$ cat src/rtl/id_hazard_ctrl.sv
// Decode-stage hazard controller: operand forwarding, load/scoreboard stalls,
// and a registered issue slot toward execute.
module id_hazard_ctrl #(
  parameter int DATA_WIDTH     = 32,
  parameter int REG_ADDR_WIDTH = 5,
  parameter int FWD_STAGES     = 3,
  parameter int CNT_WIDTH      = 16
) (
  input  logic                               clk,
  input  logic                               rst_n,
  input  logic                               d_valid_i,
  input  logic [REG_ADDR_WIDTH-1:0]          d_rs1_addr_i,
  input  logic [REG_ADDR_WIDTH-1:0]          d_rs2_addr_i,
  input  logic                               d_use_rs1_i,
  input  logic                               d_use_rs2_i,
  input  logic [DATA_WIDTH-1:0]              d_rs1_data_i,
  input  logic [DATA_WIDTH-1:0]              d_rs2_data_i,
  input  logic [REG_ADDR_WIDTH-1:0]          d_rd_addr_i,
  input  logic                               d_rd_wr_i,
  input  logic                               d_is_mc_i,
  input  logic [FWD_STAGES-1:0]              fwd_wr_i,
  input  logic [FWD_STAGES*REG_ADDR_WIDTH-1:0] fwd_addr_i,
  input  logic [FWD_STAGES*DATA_WIDTH-1:0]   fwd_data_i,
  input  logic [FWD_STAGES-1:0]              fwd_ld_pend_i,
  input  logic                               mc_done_i,
  input  logic [REG_ADDR_WIDTH-1:0]          mc_rd_addr_i,
  input  logic [DATA_WIDTH-1:0]              mc_rd_data_i,
  input  logic                               flush_i,
  input  logic                               e_ready_i,
  output logic                               d_ready_o,
  output logic                               e_valid_o,
  output logic [DATA_WIDTH-1:0]              e_rs1_o,
  output logic [DATA_WIDTH-1:0]              e_rs2_o,
  output logic [REG_ADDR_WIDTH-1:0]          e_rd_addr_o,
  output logic                               e_rd_wr_o,
  output logic                               e_is_mc_o,
  output logic                               stall_o,
  output logic                               sb_busy_o,
  output logic [CNT_WIDTH-1:0]               stall_cnt_o
);

  localparam int SB_DEPTH = 2**REG_ADDR_WIDTH;

  logic [SB_DEPTH-1:0]   sb;
  logic [SB_DEPTH-1:0]   sb_next;
  logic [DATA_WIDTH-1:0] rs1_sel;
  logic [DATA_WIDTH-1:0] rs2_sel;
  logic                  hazard;
  logic                  issue;

  // Stages are scanned oldest to youngest so the youngest matching writer wins.
  function automatic logic [DATA_WIDTH-1:0] select_operand(
    input logic [REG_ADDR_WIDTH-1:0] addr,
    input logic [DATA_WIDTH-1:0]     rf_data
  );
    logic [DATA_WIDTH-1:0] res;
    res = (mc_done_i && (mc_rd_addr_i == addr)) ? mc_rd_data_i : rf_data;
    for (int i = FWD_STAGES - 1; i >= 0; i--) begin
      if (fwd_wr_i[i] && (fwd_addr_i[i*REG_ADDR_WIDTH +: REG_ADDR_WIDTH] == addr))
        res = fwd_data_i[i*DATA_WIDTH +: DATA_WIDTH];
    end
    if (addr == '0)
      res = '0;
    return res;
  endfunction

  function automatic logic load_hit(input logic [REG_ADDR_WIDTH-1:0] addr);
    logic hit;
    hit = 1'b0;
    for (int i = 0; i < FWD_STAGES; i++) begin
      if (fwd_wr_i[i] && fwd_ld_pend_i[i] &&
          (fwd_addr_i[i*REG_ADDR_WIDTH +: REG_ADDR_WIDTH] == addr))
        hit = 1'b1;
    end
    return hit && (addr != '0);
  endfunction

  // A pending multi-cycle result retiring this very cycle no longer blocks.
  function automatic logic sb_pending(input logic [REG_ADDR_WIDTH-1:0] addr);
    return (addr != '0) && sb[addr] && !(mc_done_i && (mc_rd_addr_i == addr));
  endfunction

  always_comb begin
    rs1_sel = select_operand(d_rs1_addr_i, d_rs1_data_i);
    rs2_sel = select_operand(d_rs2_addr_i, d_rs2_data_i);
    hazard  = (d_use_rs1_i && (load_hit(d_rs1_addr_i) || sb_pending(d_rs1_addr_i))) ||
              (d_use_rs2_i && (load_hit(d_rs2_addr_i) || sb_pending(d_rs2_addr_i))) ||
              (d_rd_wr_i && sb_pending(d_rd_addr_i));
    stall_o   = d_valid_i && hazard && !flush_i;
    issue     = d_valid_i && !stall_o && !flush_i && (e_ready_i || !e_valid_o);
    d_ready_o = issue;
    sb_busy_o = |sb;
  end

  // Set is applied after clear so a same-address set/clear leaves the bit set.
  always_comb begin
    sb_next = sb;
    if (mc_done_i)
      sb_next[mc_rd_addr_i] = 1'b0;
    if (issue && d_is_mc_i && d_rd_wr_i && (d_rd_addr_i != '0))
      sb_next[d_rd_addr_i] = 1'b1;
    sb_next[0] = 1'b0;
  end

  always_ff @(posedge clk or negedge rst_n) begin
    if (!rst_n) begin
      sb          <= '0;
      stall_cnt_o <= '0;
    end else begin
      sb <= sb_next;
      if (stall_o && (stall_cnt_o != {CNT_WIDTH{1'b1}}))
        stall_cnt_o <= stall_cnt_o + CNT_WIDTH'(1);
    end
  end

  // Flush and bubbles only drop valid; payload is held until the next issue.
  always_ff @(posedge clk or negedge rst_n) begin
    if (!rst_n) begin
      e_valid_o   <= 1'b0;
      e_rs1_o     <= '0;
      e_rs2_o     <= '0;
      e_rd_addr_o <= '0;
      e_rd_wr_o   <= 1'b0;
      e_is_mc_o   <= 1'b0;
    end else if (flush_i) begin
      e_valid_o <= 1'b0;
    end else if (issue) begin
      e_valid_o   <= 1'b1;
      e_rs1_o     <= rs1_sel;
      e_rs2_o     <= rs2_sel;
      e_rd_addr_o <= d_rd_addr_i;
      e_rd_wr_o   <= d_rd_wr_i;
      e_is_mc_o   <= d_is_mc_i;
    end else if (e_ready_i) begin
      e_valid_o <= 1'b0;
    end
  end

endmodule

$ cat config.mk
export PLATFORM = sky130hd
export DESIGN_NAME = id_hazard_ctrl
export DESIGN_NICKNAME = d
export VERILOG_FILES = /design/src/rtl/id_hazard_ctrl.sv
export SDC_FILE = /design/constraint.sdc
export NUM_CORES = 1
export LEC_CHECK = 0
export BUFFER_PORTS_ARGS = -buffer_cell sky130_fd_sc_hd__buf_2
export CORE_MARGIN = 5
export CORE_UTILIZATION = 45
export DETAILED_ROUTE_END_ITERATION = 8
export PLACE_DENSITY = 0.73
export SYNTH_ARGS = -nofsm -noshare
export SYNTH_HDL_FRONTEND = slang
export SYNTH_SLANG_ARGS = --single-unit
$ cat constraint.sdc
create_clock -name clk -period 3.5 [get_ports clk]
set_input_delay 0.35 -clock clk [delete_from_list [all_inputs] [get_ports clk]]
set_output_delay 0.35 -clock clk [all_outputs]
set_load 0.05 [all_outputs]
==> impl_metrics.json, run 1 <==
{
  "required_ps": 3150,
  "p_comb_share_pct": 40.0,
  "min_period_ps": 3440,
  "hold_violations": 0,
  "arrival_ps": 3090,
  "nets": 1551,
  "regArea_mm2": 0.00298,
  "synth.distinct_cells": 52,
  "internal-power_mw": 3.84,
  "multi_input_area_mm2": 0.00606,
  "min-delay-path-class": "input port to asynchronous set/reset pin",
  "drv_slew": 0,
  "grt_overflow": 0,
  "fin_skew_ps": 11.8,
  "met3_usage_pct": 8.03,
  "yosys-top-cells-area": "dfrtp_1 (32%), a211oi_1 (10%), mux2i_1 (8.5%), mux2_4 (7.6%), nor2_1 (5.6%)",
  "root_buffer": "clkbuf_16",
  "busiest_layer": "met2",
  "portBuffers": 333,
  "cp_max_fo": 5,
  "worstSetupStartpointType": "flip-flop",
  "seqPwrFrac_pct": 29.4,
  "status": "finished, final reports clean",
  "grt_pass1_wl_um": 54200,
  "grt_max_degree": 65,
  "drc": 0,
  "synth_largest_area_cell": "dfrtp_1",
  "core_mm2": 0.0208,
  "switching_power_mw": 2.63,
  "die_w_um": 155,
  "relSlewSlack_pct": 40.7,
  "drt-total-wl_um": 35900,
  "endpoint_kind": "primary output",
  "p_clk_share_pct": 30.6,
  "syn2layout_area_growth_pct": 28.7,
  "design_area_mm2": 0.0121,
  "grt_pass1_vias": 9559,
  "grt_setup_unrepaired": "no",
  "synth_warnings": 0,
  "netlist.area_leader.share_pct": 31.6,
  "wire_per_inst_um": 22.5,
  "peakVddDrop_mv": 0.363,
  "cts_tree": "yes",
  "met1_usage_pct": 36.2,
  "synth.net_count": 1252,
  "slowest_delay_ps": 480,
  "antenna_found_initial": 9,
  "syn_inst": 1008,
  "maxCapViolCount": 0,
  "grt.total_usage_pct": 28.9,
  "place_area_mm2": 0.0115,
  "drive_gt1_share_pct": 40.4,
  "cts_made_buffers": 17,
  "synthesis.area_mm2": 0.00944,
  "whs_ps": 30.8,
  "num_io_pins": 334,
  "max_freq_ghz": 0.291,
  "synth_edf_count": 0,
  "power.total_mw": 6.47,
  "die-area_mm2": 0.0240,
  "clkSinkCount": 119,
  "gp_congestion": 0.986,
  "crit_chain": "mux4_2 > mux2_2 > a211o_1 > a32oi_2 > nand3_2 > or3b_4 > inv_2 > buf_6",
  "final.period_utilization_pct": 98.3,
  "ant_nets": 0,
  "fin_setup_tns_ps": 0,
  "drtPass1Iterations": 5,
  "drtIter0Drc": 898,
  "synth_area_per_cell_um2": 9.36,
  "setup_viol": 0,
  "die_h_um": 155,
  "cts_buffer_depth": 2,
  "fin_util_pct": 58.3,
  "seq_area_frac_synth_pct": 31.6,
  "swShare_pct": 40.6,
  "worst_slew_pin_slew_ps": 889,
  "initial_core_util_pct": 45.3,
  "hpwl_um": 26500,
  "ys_async_sr_fraction_pct": 100,
  "vias": 9760,
  "htreeDepth": 4,
  "crit_type": "flip-flop to primary output",
  "p_per_area_mw_per_mm2": 533,
  "synth_top_flop_cell": "dfrtp_1",
  "total_leakage_power_nw": 5.47,
  "clk_pin_slew_worst_paths_ps": 60,
  "clk_latency_ps": 420,
  "fp-row-count": 53,
  "synth_seq_cells": 119,
  "fillCellCount": 1830,
  "use_met2_pct": 47.5,
  "slowest_stage": "mux4_2",
  "vias_per_cell": 6.10
}
[layout make-up]
class / instances / area share (%)
sequential: 119 / 24.5
timing repair buffer: 374 / 17.2
tap: 275 / 2.83
clock buffer: 20 / 3.76
multi-input combinational: 791 / 49.9
antenna: 4 / 0.0824
inverter: 4 / 0.124
clock inverter: 12 / 1.64
[sequential cells by signal, indices dropped and copies added, names as in the netlist]
| signal | cells |
|---|---|
| e_rs1_o | 32 |
| e_rs2_o | 32 |
| sb | 31 |
| stall_cnt_o | 16 |
| e_rd_addr_o | 5 |
| e_is_mc_o | 1 |
| e_rd_wr_o | 1 |
| e_valid_o | 1 |
[through the flow]
step / setup slack [ps] / cells
after global placement: 176 / 1562
after CTS: 47.3 / 1594
final: 59.6 / 1599
after detailed placement: 120 / 1562
after floorplan: 238 / 1008
after global routing: 4.58 / 1599
[power groups by stage]
stage / logic [mW] / registers [mW] / clock network (mW)
2_1_floorplan: 0.836 / 2.88 / 0
3_3_place_gp: 2.54 / 1.90 / 0
3_5_place_dp: 2.58 / 1.91 / 0
4_1_cts: 2.59 / 1.89 / 2.01
5_1_grt: 2.71 / 1.93 / 2.07
6_report: 2.58 / 1.90 / 1.98
[logic make-up (layout without fill, tap and decap cells)]
| family | Yosys count | after routing | synth area share (%) |
|---|---|---|---|
| AND/OR/NAND/NOR | 311 | 311 | 15.6 |
| AO/OA/AOI/OAI | 248 | 248 | 19.1 |
| multiplexers | 172 | 172 | 23.4 |
| flip-flops | 119 | 119 | 31.6 |
| buffers and inverters | 98 | 410 | 4.72 |
| XOR/XNOR | 59 | 59 | 5.48 |
| adder cells (fa/ha/maj) | 1 | 1 | 0.133 |
| other | 0 | 4 | 0 |
[cells in the mapped netlist, types with 3 or more instances]
cell type,number
mux4_2,17
mux2_4,48
xnor2_1,40
mux2_2,27
o21ai_0,51
nor2b_1,4
buf_2,11
or2_2,3
or3b_2,4
and2_1,4
buf_1,3
buf_6,8
a211oi_1,130
or3_1,3
and3_1,10
xor2_1,19
nand3b_1,8
o22ai_1,3
nand2_1,27
o41ai_2,15
or4_1,3
clkbuf_1,71
inv_1,4
nor3b_1,3
nand4_1,7
dfrtp_1,119
mux2i_1,80
a21oi_1,32
nand3_1,33
nor4_1,10
nor2_1,142
nor3_1,43
a311oi_1,3
[metal layers]
layer  vias to the layer above  part of all wire, %
met5                         -                 0.16
met4                        10                  3.3
met3                        99                  9.6
met2                       579                   48
met1                      4690                   39
li1                       4382                    -
[what timing repair did]
item | CTS | global route
hold endpoints to repair | 0 | 0
endpoints found under the setup margin | 1 | 1
gates resized for setup | 4 | 0
pin swaps | 2 | 1
buffers inserted | 0 | 1
hold buffers | 0 | 0
[path summary, 6_finish.rpt]
| check | start | endpoint | slack [ps] | cells past startpoint |
|---|---|---|---|---|
| max | sb[8]$_DFF_PN0_ | d_ready_o | 60 | 8 |
| min | rst_n | e_rs2_o[23]$_DFFE_PN0P_ | 30 | 1 |
| min in group clk | flush_i | e_valid_o$_DFFE_PN0P_ | 100 | 2 |
| max in group asynchronous | rst_n | sb[13]$_DFF_PN0_ | 2610 | 2 |
| min reg2reg | stall_cnt_o[8]$_DFFE_PN0P_ | stall_cnt_o[8]$_DFFE_PN0P_ | 500 | 1 |
| max reg2reg | sb[8]$_DFF_PN0_ | e_rs2_o[26]$_DFFE_PN0P_ | 290 | 8 |
[cell usage in the layout, fill, tap and decap left out, types with 5 or more instances in the layout]
master,n
buf_12,8
mux2i_1,80
nand4_1,7
and3_1,9
nand2_1,26
xor2_1,19
nor2_1,141
bufinv_16,5
a211oi_1,130
dfrtp_1,118
nor4_1,10
a21oi_1,32
clkbuf_16,17
mux2_2,27
nor3_1,40
mux4_2,17
nand3b_1,8
mux2_4,48
xnor2_1,40
o21ai_0,51
o41ai_2,15
nand3_1,32
buf_2,331
buf_4,34
[critical path, delay by kind of cell (launching register included)]
family          cells  cell delay, ps
mux                 2             750
simple gates        2             620
compound gates      2             560
flops               1             460
buf+inv             2             270
(Power assumes the default switching activity.)
==> run 2: changes to the inputs <==
==> constraint.sdc (replaced) <==
create_clock -name clk -period 4.05 [get_ports clk]
set_input_delay 0.405 -clock clk [delete_from_list [all_inputs] [get_ports clk]]
set_output_delay 0.405 -clock clk [all_outputs]
set_load 0.05 [all_outputs]
==> impl_metrics.json, run 2 (synthesis gave the netlist of run 1 again) <==
{
  "status": "finished, final reports clean",
  "postCtsResizedCells": 0,
  "endpoint_kind": "primary output",
  "ant_nets": 0,
  "worst_slew_pin_slew_ps": 962,
  "holdBufCountCts": 0,
  "num_io_pins": 334,
  "final.period_utilization_pct": 89.7,
  "wire_per_inst_um": 21.8,
  "min-delay-path-class": "input port to asynchronous set/reset pin",
  "cts_setup_buffers": 0,
  "grt_max_degree": 65,
  "initial_core_util_pct": 45.3,
  "grt_setup_unrepaired": "no",
  "clkSinkCount": 119,
  "worst_slack_ps": 416,
  "drtPass1Iterations": 5,
  "hold_violations": 0,
  "grt_pass1_vias": 9317,
  "cp_max_fo": 5,
  "setup_viol": 0,
  "grt_pass1_wl_um": 52900,
  "maxCapViolCount": 0,
  "die_w_um": 155,
  "fillCellCount": 1872,
  "nets": 1532,
  "place_area_mm2": 0.0113,
  "antenna_found_initial": 11,
  "whs_ps": 46.8,
  "fin_skew_ps": 10.8,
  "portBuffers": 333,
  "relSlewSlack_pct": 35.9,
  "clk_pin_slew_worst_paths_ps": 60,
  "required_ps": 3640,
  "dp_slack_ps": 413,
  "grt.total_usage_pct": 27.8,
  "cts_tree": "yes",
  "worstSetupStartpoint": "sb[15]$_DFF_PN0_",
  "regArea_mm2": 0.00298,
  "p_per_area_mw_per_mm2": 459,
  "final_common_cell": "buf_2",
  "top_regs": "e_rs1_o (32), e_rs2_o (32), sb (31)",
  "fp-row-count": 53,
  "arrival_ps": 3230,
  "syn2layout_area_growth_pct": 26.2,
  "die-area_mm2": 0.0240,
  "drt-total-wl_um": 34500,
  "die_h_um": 155,
  "fin_setup_tns_ps": 0,
  "grt_overflow": 0,
  "min_period_ps": 3630,
  "design_area_mm2": 0.0119,
  "vias_per_cell": 6.01,
  "clk_latency_ps": 420,
  "peakVddDrop_mv": 0.354,
  "core_mm2": 0.0208,
  "mostFrequentLayoutCells": "buf_2 (332), nor2_1 (141), a211oi_1 (130)",
  "drtIter0Drc": 828,
  "root_buffer": "clkbuf_16",
  "hpwl_um": 25000,
  "cts_made_buffers": 17,
  "r2r_start": "sb[15]$_DFF_PN0_",
  "total_leakage_power_nw": 5.35,
  "gp_congestion": 0.941,
  "htreeDepth": 4,
  "crit_type": "flip-flop to primary output",
  "drc": 0,
  "fin_util_pct": 57.2,
  "drv_slew": 0,
  "cts_buffer_depth": 2,
  "vias": 9507,
  "max_freq_ghz": 0.275,
  "worstSetupStartpointType": "flip-flop",
  "multi_input_area_mm2": 0.00606,
  "drive_gt1_share_pct": 39.4
}
-- run 2: final timing paths --
kind	end	slack (ps)	cells after the start
hold / removal	e_rs1_o[21]$_DFFE_PN0P_	50	1
hold reg to reg	e_is_mc_o$_DFFE_PN0P_	500	1
max in group asynchronous	stall_cnt_o[12]$_DFFE_PN0P_	3140	2
min in group clk	e_valid_o$_DFFE_PN0P_	180	2
setup / recovery	d_ready_o	420	8
setup reg to reg	e_rs1_o[1]$_DFFE_PN0P_	770	8
-- run 2: final cells by class --
type / instances / share of cell area (%)
multi-input combinational: 791 / 50.8
sequential: 119 / 25.0
timing repair buffer: 355 / 15.8
clock buffer: 19 / 3.72
tap: 275 / 2.89
clock inverter: 13 / 1.50
inverter: 4 / 0.126
antenna: 5 / 0.105
-- run 2: worst max-delay path: stages, from the launching register on --
cell and delay [ps]:
dfrtp_1 440, mux4_2 480, mux2_2 270, a211o_1 300, a32oi_2 250, nand3_2 160, or3b_4 460, inv_1 150
buf_2 290
-- run 2: through the flow --
| step | total power, mW | instances |
|---|---|---|
| floorplan | 3.21 | 1008 |
| global placement | 3.83 | 1544 |
| detailed placement | 3.86 | 1544 |
| CTS | 5.49 | 1576 |
| global route | 5.68 | 1581 |
| finish | 5.47 | 1581 |
-- run 2: routing by layer --
| layer | GRT usage [%] | vias up | share of wire (%) |
|---|---|---|---|
| li1 | - | 4360 | - |
| met1 | 36.1 | 4545 | 40 |
| met2 | 45.3 | 516 | 48 |
| met3 | 6.97 | 74 | 9.5 |
| met4 | 10.0 | 12 | 2.6 |
| met5 | 0 | - | 0.19 |
-- run 2: where the power goes --
| group | internal, mW | switching (mW) |
|---|---|---|
| Combinational | 0.729 | 1.48 |
| Sequential | 1.45 | 0.188 |
| Clock | 1.04 | 0.575 |
| Total | 3.22 | 2.24 |
==> run 3: changes to the inputs <==
--- a/config.mk
+++ b/config.mk
@@ -5,11 +5,12 @@
 export SDC_FILE = /design/constraint.sdc
 export NUM_CORES = 1
 export LEC_CHECK = 0
+export ABC_AREA = 1
 export BUFFER_PORTS_ARGS = -buffer_cell sky130_fd_sc_hd__buf_2
 export CORE_MARGIN = 5
 export CORE_UTILIZATION = 45
 export DETAILED_ROUTE_END_ITERATION = 8
-export PLACE_DENSITY = 0.73
+export PLACE_DENSITY = 0.72
 export SYNTH_ARGS = -nofsm -noshare
 export SYNTH_HDL_FRONTEND = slang
 export SYNTH_SLANG_ARGS = --single-unit
==> impl_metrics.json, run 3 <==
{
  "portBuffers": 333,
  "clk_pin_slew_worst_paths_ps": 60,
  "antenna_found_initial": 6,
  "synth_top_flop_cell": "dfrtp_1",
  "final_common_cell": "nand2_1",
  "required_ps": 3640,
  "final.period_utilization_pct": 78.1,
  "crit_buf_inv": 4,
  "drv_slew": 0,
  "fp-row-count": 55,
  "worst_slew_pin_slew_ps": 1050,
  "crit_type": "input port to primary output",
  "grt_overflow": 0,
  "holdBufCountCts": 0,
  "synth_seq_cells": 119,
  "relSlewSlack_pct": 29.6,
  "cts_setup_buffers": 0,
  "synth_largest_area_cell": "dfrtp_1",
  "wire_per_inst_um": 17.2,
  "whs_ps": 155,
  "grt_setup_unrepaired": "no",
  "endpoint_kind": "primary output",
  "drtPass1Iterations": 6,
  "power.total_mw": 5.02,
  "crit_chain": "buf_2 > inv_1 > nor2_1 > nand2_1 > a21boi_0 > nor2_1 > nand2_1 > nand3_1 > nand2_1 > nand2_1 > nand3_1 > nand2_1 > inv_2 > buf_2",
  "wirelength_met1_um": 16000,
  "synth_edf_count": 0,
  "hold_violations": 0,
  "netlist.area_leader.share_pct": 29.3,
  "cts_made_buffers": 17,
  "arrival_ps": 2760,
  "fillCellCount": 2389,
  "clkSinkCount": 119,
  "yosys-top-cells-area": "dfrtp_1 (29%), nand2_1 (21%), nand3_1 (11%), inv_1 (7.8%), o21ai_0 (5.3%)",
  "num_io_pins": 334,
  "internal-power_mw": 2.76,
  "seq_area_frac_synth_pct": 29.3,
  "drtIter0Drc": 1369,
  "htreeDepth": 4,
  "core_mm2": 0.0224,
  "syn_inst": 1731,
  "nets": 2239,
  "ant_nets": 0,
  "seqPwrFrac_pct": 31.3,
  "syn2layout_area_growth_pct": 22.6,
  "synth.most_common_cell": "nand2_1",
  "vias_per_cell": 5.32,
  "postCtsResizedCells": 0,
  "crit_family": "buffers and inverters",
  "p_per_area_mw_per_mm2": 402,
  "worst_slack_ps": 886,
  "slowest_delay_ps": 390,
  "grt_max_degree": 78,
  "grt_pass1_vias": 11700,
  "drc": 0,
  "wl_met3_um": 3200,
  "p_clk_share_pct": 29.2,
  "setup_viol": 0,
  "max_freq_ghz": 0.316,
  "die_h_um": 160,
  "crit_path_frequent_cell": "nand2_1",
  "top_regs": "e_rs1_o (32), e_rs2_o (32), sb (31)",
  "drt-total-wl_um": 39500,
  "total_leakage_power_nw": 7.21,
  "grt_pass1_wl_um": 62300,
  "worstSetupStartpointType": "input port",
  "min_period_ps": 3160,
  "grt.total_usage_pct": 29.7,
  "cp_max_fo": 24,
  "route.met2.wl_um": 18800,
  "fin_skew_ps": 15.0,
  "ys_async_sr_fraction_pct": 100,
  "root_buffer": "clkbuf_16",
  "min-delay-path-class": "input port to asynchronous set/reset pin",
  "status": "finished, final reports clean",
  "top_layer_used": "met4",
  "die-area_mm2": 0.0257,
  "synth.net_count": 1975,
  "gp_congestion": 0.957,
  "clk_latency_ps": 420,
  "peakVddDrop_mv": 0.271,
  "initial_core_util_pct": 45.3,
  "synth_warnings": 0,
  "synth_area_per_cell_um2": 5.87,
  "cts_tree": "yes",
  "hpwl_um": 29700,
  "drive_gt1_share_pct": 20.8,
  "p_comb_share_pct": 39.5,
  "synth.distinct_cells": 30,
  "vias": 12200,
  "regArea_mm2": 0.00298,
  "swShare_pct": 45.0,
  "die_w_um": 160,
  "switching_power_mw": 2.26,
  "cts_buffer_depth": 2,
  "fin_setup_tns_ps": 0,
  "synthesis.area_mm2": 0.0102,
  "multi_input_area_mm2": 0.00590,
  "maxCapViolCount": 0,
  "dp_slack_ps": 900,
  "synthTopCellsByCount": "nand2_1 (570), nand3_1 (224), inv_1 (212)",
  "slowest_stage": "buf_2",
  "mostFrequentLayoutCells": "nand2_1 (570), buf_2 (332), nand3_1 (222)"
}
==> run 3: changes by cell type in the layout (fill, tap and decap cells not counted), sizes merged, moves of 17 or more <==
cell,previous run,this run
mux2i,80,0
xnor2,40,6
o21ai,52,113
or2,3,22
inv,4,224
nor3,43,23
a211oi,130,0
nand2,27,572
o211ai,0,36
o22ai,3,30
mux2,75,0
nand4,7,45
nand3,34,224
mux4,17,0
==> run 3: layout make-up <==
class	instances	area share, %
Antenna cell	6	0.120
Clock buffer	18	3.44
Clock inverter	14	1.12
Inverter	221	6.65
Multi-Input combinational cell	1285	47.3
Sequential cell	119	23.9
Tap cell	285	2.86
Timing Repair Buffer	351	14.6
==> run 3: metal layers <==
metal / up-vias / track usage [%]
met5: - / 0
met3: 93 / 5.21
met2: 588 / 49.0
li1: 6077 / -
met4: 0 / 11.7
met1: 5472 / 39.1
==> run 3: through the flow <==
| step | instance area [um2] | std cells | util, % |
|---|---|---|---|
| 2_1_floorplan | 10200 | 1731 | - |
| 3_3_place_gp | 11900 | 2261 | 53.0 |
| 3_5_place_dp | 11900 | 2261 | 53.0 |
| 4_1_cts | 12500 | 2293 | 55.5 |
| 5_1_grt | 12500 | 2299 | 55.6 |
| 6_report | 12500 | 2299 | 55.6 |
==> run 3: final timing paths <==
check	start	cells past startpoint	slack, ps	to
max	d_rs2_addr_i[0]	14	890	stall_o
min	rst_n	1	150	e_rs2_o[27]$_DFFE_PN0P_
max reg2reg	stall_cnt_o[0]$_DFFE_PN0P_	9	1460	stall_cnt_o[6]$_DFFE_PN0P_
min reg2reg	e_rs2_o[10]$_DFFE_PN0P_	2	470	e_rs2_o[10]$_DFFE_PN0P_
max in group asynchronous	rst_n	2	2990	e_rs1_o[6]$_DFFE_PN0P_
min in group clk	flush_i	2	170	e_valid_o$_DFFE_PN0P_
==> run 3: cells by family (layout without fill, tap and decap cells) <==
group / after synthesis / in the layout / synth area share [%]
fa+ha+maj: 1 / 1 / 0.123
buf+inv: 327 / 604 / 12.8
simple gates: 1035 / 1035 / 43.2
flops: 119 / 119 / 29.3
other cells: 0 / 6 / 0
compound gates: 221 / 221 / 12.2
xor+xnor: 28 / 28 / 2.41
==> run 3: power groups by stage <==
stage | registers [mW] | logic, mW | clock network [mW]
after floorplan | 2.29 | 0.616 | 0
after global placement | 1.59 | 1.96 | 0
after detailed placement | 1.58 | 1.98 | 0
after CTS | 1.57 | 1.98 | 1.48
after global routing | 1.59 | 2.13 | 1.54
final | 1.57 | 1.98 | 1.46
